## config.mk

```make
export PLATFORM = sky130hd
export DESIGN_NAME = lfsr16
export DESIGN_NICKNAME = d
export VERILOG_FILES = /design/src/rtl/axis_chk_pkg.sv /design/src/rtl/lfsr16.sv
export SDC_FILE = /design/constraint.sdc
export NUM_CORES = 1
export LEC_CHECK = 0
export BUFFER_PORTS_ARGS = -buffer_cell sky130_fd_sc_hd__buf_2
export CORE_MARGIN = 5
export CORE_UTILIZATION = 50
export DETAILED_ROUTE_END_ITERATION = 16
export PLACE_DENSITY = 0.76
export RECOVER_POWER = 25
export SLEW_MARGIN = 5
export SYNTH_ARGS = -nofsm -noshare
export SYNTH_HDL_FRONTEND = slang
export SYNTH_SLANG_ARGS = --single-unit
```

## constraint.sdc

```tcl
create_clock -name i_clk -period 1.6 [get_ports i_clk]
set_input_delay 0.32 -clock i_clk [delete_from_list [all_inputs] [get_ports i_clk]]
set_output_delay 0.32 -clock i_clk [all_outputs]
set_load 0.01 [all_outputs]
```

## src/rtl/axis_chk_pkg.sv

```systemverilog
// Shared definitions for the AXI-Stream sequence checker: FSM encodings and
// the LFSR seed/taps behind the optional AXIS_CHK_STALL_EN backpressure mode.
package axis_chk_pkg;

    typedef enum logic [1:0] {
        ST_IDLE = 2'd0,
        ST_RUN  = 2'd1,
        ST_DONE = 2'd2
    } chk_state_e;

    localparam logic [15:0] LFSR_SEED = 16'hACE1;
    localparam logic [15:0] LFSR_TAPS = 16'hB400;

    // Fibonacci step, taps 16,14,13,11: feedback enters at bit 0
    function automatic logic [15:0] lfsr_step(input logic [15:0] s);
        lfsr_step = {s[14:0], ^(s & LFSR_TAPS)};
    endfunction

endpackage

```

## src/rtl/lfsr16.sv

```systemverilog
// 16-bit Fibonacci LFSR with synchronous reload to the seed and a step enable.
module lfsr16
    import axis_chk_pkg::*;
(
    input  logic        i_clk,
    input  logic        i_rst_n,
    input  logic        i_en,
    input  logic        i_reload,
    output logic [15:0] o_state
);

    logic [15:0] r_lfsr;
    logic [15:0] w_lfsr_nxt;

    // Next-state selection: reload wins over stepping
    always_comb begin
        w_lfsr_nxt = r_lfsr;
        if (i_reload) begin
            w_lfsr_nxt = LFSR_SEED;
        end else if (i_en) begin
            w_lfsr_nxt = lfsr_step(r_lfsr);
        end else begin
            w_lfsr_nxt = r_lfsr;
        end
    end

    // State register
    always_ff @(posedge i_clk or negedge i_rst_n) begin
        if (!i_rst_n) begin
            r_lfsr <= LFSR_SEED;
        end else begin
            r_lfsr <= w_lfsr_nxt;
        end
    end

    assign o_state = r_lfsr;

endmodule

```

Word-level counts from Yosys, hierarchy flattened
Index checks and enable logic that the tools add are counted.
- multiplexer cells: 2
- reductions and logical operators: 2
- operator list (cell ; number):
    16-bit two-way mux ; 2
    16-bit parity ; 1
    2-bit nonzero test ; 1
- bits in registers: 16
- bits of input ports: 4
- output and inout bits: 16
- word-level logic and storage cells: 5

Longest topological paths before layout
- depth in word-level cells: 3
- depth in mapped cells: 4
- mapped depth without buffers: 3

Worst setup path after synthesis
Ideal clock, no wire load.
- path kind: flip-flop to flip-flop
- from: register r_lfsr[10] (netlist: o_state[10])
- to: register r_lfsr[0] (netlist: o_state[0])
- setup time: 89 ps
- arrival time: 908 ps
- required time: 1511 ps
- setup slack: 603 ps
- cell stages (with the launch flop): 4
- path buffers: 0
- clock period less this slack: 997 ps
- cell sequence: dfstp_2 -> xnor2_1 -> xnor2_1 -> a31oi_1
- word-level cells in the longest chain between the ends: 3
- RTL lines (what ; line ; RTL):
    from (decl) ; lfsr16.sv:12 ; logic [15:0] r_lfsr;
    from (signal assigned) ; lfsr16.sv:32 ; r_lfsr <= w_lfsr_nxt;
    16-bit parity ; axis_chk_pkg.sv:16 ; lfsr_step = {s[14:0], ^(s & LFSR_TAPS)};
    16-bit two-way mux ; lfsr16.sv:20 ; end else if (i_en) begin
    16-bit two-way mux ; lfsr16.sv:18 ; if (i_reload) begin
Every way passes these cells. The select of a mux whose other input is x is not followed.
A chain may end at the register's enable or synchronous reset.

Worst setup path in the final report
- from: register r_lfsr[10] (netlist: o_state[10])
- to: output port o_state[10]
- RTL lines (what ; line ; RTL):
    to (decl) ; lfsr16.sv:9 ; output logic [15:0] o_state
No word-level cell between the ends.

==> tab_implementation.tex <==
\begin{tabular}{lr}
\hline
Metric & Value \\
\hline
\multicolumn{2}{l}{\textbf{Run status}} \\
Run status & finished clean \\
\multicolumn{2}{l}{\textbf{Clock network}} \\
Clock latency on the worst-skew pair & 0.28 ns \\
Longest Clk Path Bufs & 2 \\
CTS tree & done \\
Clock tree root driver cell & clkbuf\_4 \\
Clock input transition at the sequential cells of the worst setup and hold paths & roughly 0.08 ns \\
Setup Fix Bufs, Post-CTS & 0 \\
Clock sink count & 16 \\
CTS H-tree depth & 1 \\
CTS Buf Count & 3 \\
\multicolumn{2}{l}{\textbf{Yosys}} \\
Portion of the post-synthesis area used by sequential elements & 0.595 \\
Warning count from the yosys run & 0 \\
Count of cell types in the netlist & 12 \\
Post-Synthesis Cells & between 50 and 60 \\
Flop and latch count out of synthesis & 16 \\
Net count of the mapped netlist & between 50 and 60 \\
Post-synthesis instance area & 689 um2 \\
Cell type contributing the most total cell area after synthesis & dfstp\_2 \\
Share of Yosys cell area claimed by the top area cell type & 0.305 \\
Most area-consuming cells after synthesis & dfstp\_2 30\%, dfrtp\_1 29\%, mux2i\_1 22\% \\
Mean cell area of the mapped netlist & approximately 13 um2 \\
\multicolumn{2}{l}{\textbf{Placement}} \\
RD Place Congestion & 0.671 \\
Instance area at placement & approximately 770 um2 \\
Post-placement setup slack & $\sim$0.47 ns \\
Port Buffer Count & 19 \\
HPWL after detailed placement & between 800 and 900 um \\
\multicolumn{2}{l}{\textbf{STA}} \\
Total negative slack & 0 ns \\
Unrepaired setup endpoints after global routing & no \\
Fin. Hold Viols & 0 \\
Min Tclk post-route & 1.31 ns \\
Final Skew & roughly 0.0033 ns \\
Final-report max-slew violation count & 0 \\
Fmax & between 0.7 and 0.8 GHz \\
\# setup viols final & 0 \\
Max-Slew Margin vs Limit & 0.280 \\
Least-Margin Pin Slew & between 1 and 1.5 ns \\
Post-layout worst setup margin & about 0.29 ns \\
Final critical-path share of the clock period & 0.817 \\
\multicolumn{2}{l}{\textbf{Global routing}} \\
Initial antenna violation count & 0 \\
GR met1 Demand/Resource & 0.175 \\
Routing usage on met3 & 0.0345 \\
Global-route wire length before repair & roughly 2000 um \\
Busiest layer in global routing & met2 \\
GR Util All Layers & 0.129 \\
Overflow left after global routing & 0 \\
Largest net degree at the start of global routing & 18 \\
Met2 global-route usage & 0.190 \\
Vias in the first global route & approximately 450 \\
\multicolumn{2}{l}{\textbf{Worst setup path}} \\
Worst Setup Path Type & flip-flop to output pin \\
Setup slack of the worst register-to-register path & between 0.5 and 0.6 ns \\
CP Launch Type & flip-flop \\
Capture point of the worst reg-to-reg path & o\_state[0] \\
CP bufs+invs & 1 \\
Required @ worst endpoint & 1.28 ns \\
CP max FO & 4 \\
CP top delay family & flip-flops \\
Worst R2R Path Depth & 3 \\
CP max-delay cell & dfstp\_2 \\
Setup crit end kind & output pin \\
Beginning of the worst register-to-register path & o\_state[13] \\
CP Cell Sequence & buf\_2 \\
Data arrival time at the worst-slack endpoint & between 0.9 and 1 ns \\
Max stage delay on crit path & 0.57 ns \\
\multicolumn{2}{l}{\textbf{Drt}} \\
Detail Route Antenna Nets & 0 \\
Remaining routing DRC violations & 0 \\
Drt via density & 5.11 \\
Initial DRC count & 8 \\
Iteration count of the initial detailed-routing pass & 3 \\
Number of vias after detailed routing & 460 \\
Wire length per cell & $\sim$14 um \\
Total Wirelength & about 1200 um \\
\multicolumn{2}{l}{\textbf{Run}} \\
Number of max-cap violations & 0 \\
\multicolumn{2}{l}{\textbf{Layout}} \\
Final cell area excluding filler cells & between 800 and 900 um2 \\
Total inserted antenna cells & 0 \\
Largest register FFs & 16 \\
Share of layout cells above drive strength 1 & 0.373 \\
Net count of the finished layout & slightly above 80 \\
Area delta synth->final & 16.3\% \\
\multicolumn{2}{l}{\textbf{Floorplan}} \\
Die outline height & between 40 and 50 um \\
Die ar. & $\sim$0.0022 mm2 \\
Area inside the core boundary & between 0.001 and 0.0015 mm2 \\
Initial core utilization & 0.530 \\
I/O pin total & 20 \\
Standard-cell rows & 13 \\
Width of the die & about 47 um \\
\multicolumn{2}{l}{\textbf{Min path}} \\
Worst min-delay path startpoint & i\_reload \\
Hold worst-path end & o\_state[12] \\
Hold Path Class & input pin to flip-flop \\
Worst Hold Depth & 2 \\
\multicolumn{2}{l}{\textbf{Power}} \\
Total power & around 800 uW \\
Switch Pwr & between 200 and 250 uW \\
Power density cells & a little under 1000 mW/mm2 \\
Relative contribution of the clock network to total power & 0.256 \\
Register share of total power & 0.585 \\
Logic pwr share & 0.159 \\
Cell-internal power & about 600 uW \\
Net Sw Frac & 0.261 \\
Max VDD drop & between 500 and 600 uV \\
Leakage dissipation & approximately 0.0004 uW \\
\hline
\end{tabular}
-- power groups by stage --
stage / registers, uW / clock network, uW / logic (uW)
2_1_floorplan: 485 / 0 / 71.0
3_3_place_gp: 472 / 0 / 123
4_1_cts: 467 / 210 / 129
5_1_grt: 471 / 230 / 140
3_5_place_dp: 473 / 0 / 127
6_report: 466 / 204 / 126
-- cells in the final DEF, fill, tap and decap left out --
cell           count
nor3_1             1
inv_1              1
clkbuf_4           3
clkbuf_1           2
mux2i_1           15
dlygate4sd3_1      1
dfstp_2            8
buf_2             17
a31oi_1            1
nand2_1            7
xnor2_1            3
dfrtp_1            8
nor2_1             8
-- synthesized netlist by cell type --
| cell type | number |
|---|---|
| nor3_1 | 1 |
| inv_1 | 1 |
| clkbuf_2 | 1 |
| buf_6 | 1 |
| nand2_1 | 7 |
| nor2_1 | 8 |
| xnor2_1 | 3 |
| dfstp_2 | 8 |
| buf_8 | 1 |
| mux2i_1 | 15 |
| a31oi_1 | 1 |
| dfrtp_1 | 8 |
-- worst max-delay path by stage --
stage | from | end | slack [ns] | cells after the start
6_report | o_state[10] | o_state[10] | 0.29 | 1
2_1_floorplan | o_state[10] | o_state[0] | 0.60 | 3
5_1_grt | i_en | o_state[9] | 0.25 | 3
3_3_place_gp | i_en | o_state[3] | 0.49 | 3
3_5_place_dp | i_en | o_state[8] | 0.47 | 3
4_1_cts | o_state[10] | o_state[10] | 0.28 | 1
-- metrics by stage --
| stage | hold slack, ns | utilization | cells |
|---|---|---|---|
| floorplan | 0.0244 | - | 55 |
| global placement | 0.244 | 0.593 | 86 |
| detailed placement | 0.247 | 0.593 | 86 |
| CTS | 0.335 | 0.618 | 90 |
| global route | 0.345 | 0.616 | 90 |
| finish | 0.334 | 0.616 | 90 |
-- layer usage --
metal | vias up | routed length (um)
met5 | - | 0
met4 | 0 | 21
met3 | 2 | 70
met2 | 14 | 549
met1 | 221 | 600
li1 | 223 | -
-- cell type report --
cell class,count,area [um2]
fillers,119,499
flip-flops and latches,16,410
multi-input cells,35,244
repair buffers,20,103
clock buffers,3,22.5
well taps,15,18.8
inverters,1,3.75
-- cells by family (layout without fill, tap and decap cells) --
| kind of cell | after synthesis | count (layout) | share of synthesized area |
|---|---|---|---|
| AO/OA/AOI/OAI | 1 | 1 | 0.00908 |
| XOR/XNOR | 3 | 3 | 0.0381 |
| multiplexers | 15 | 15 | 0.218 |
| flip-flops | 16 | 16 | 0.595 |
| AND/OR/NAND/NOR | 16 | 16 | 0.0889 |
| buffers and inverters | 4 | 24 | 0.0508 |
-- repair_timing --
action,4_1_cts,5_1_grt
endpoints found under the setup margin,0,0
hold buffers,1,0
hold endpoints to repair,8,0
gates resized for setup,0,0
No activity file was read; power rests on OpenSTA's default activity.
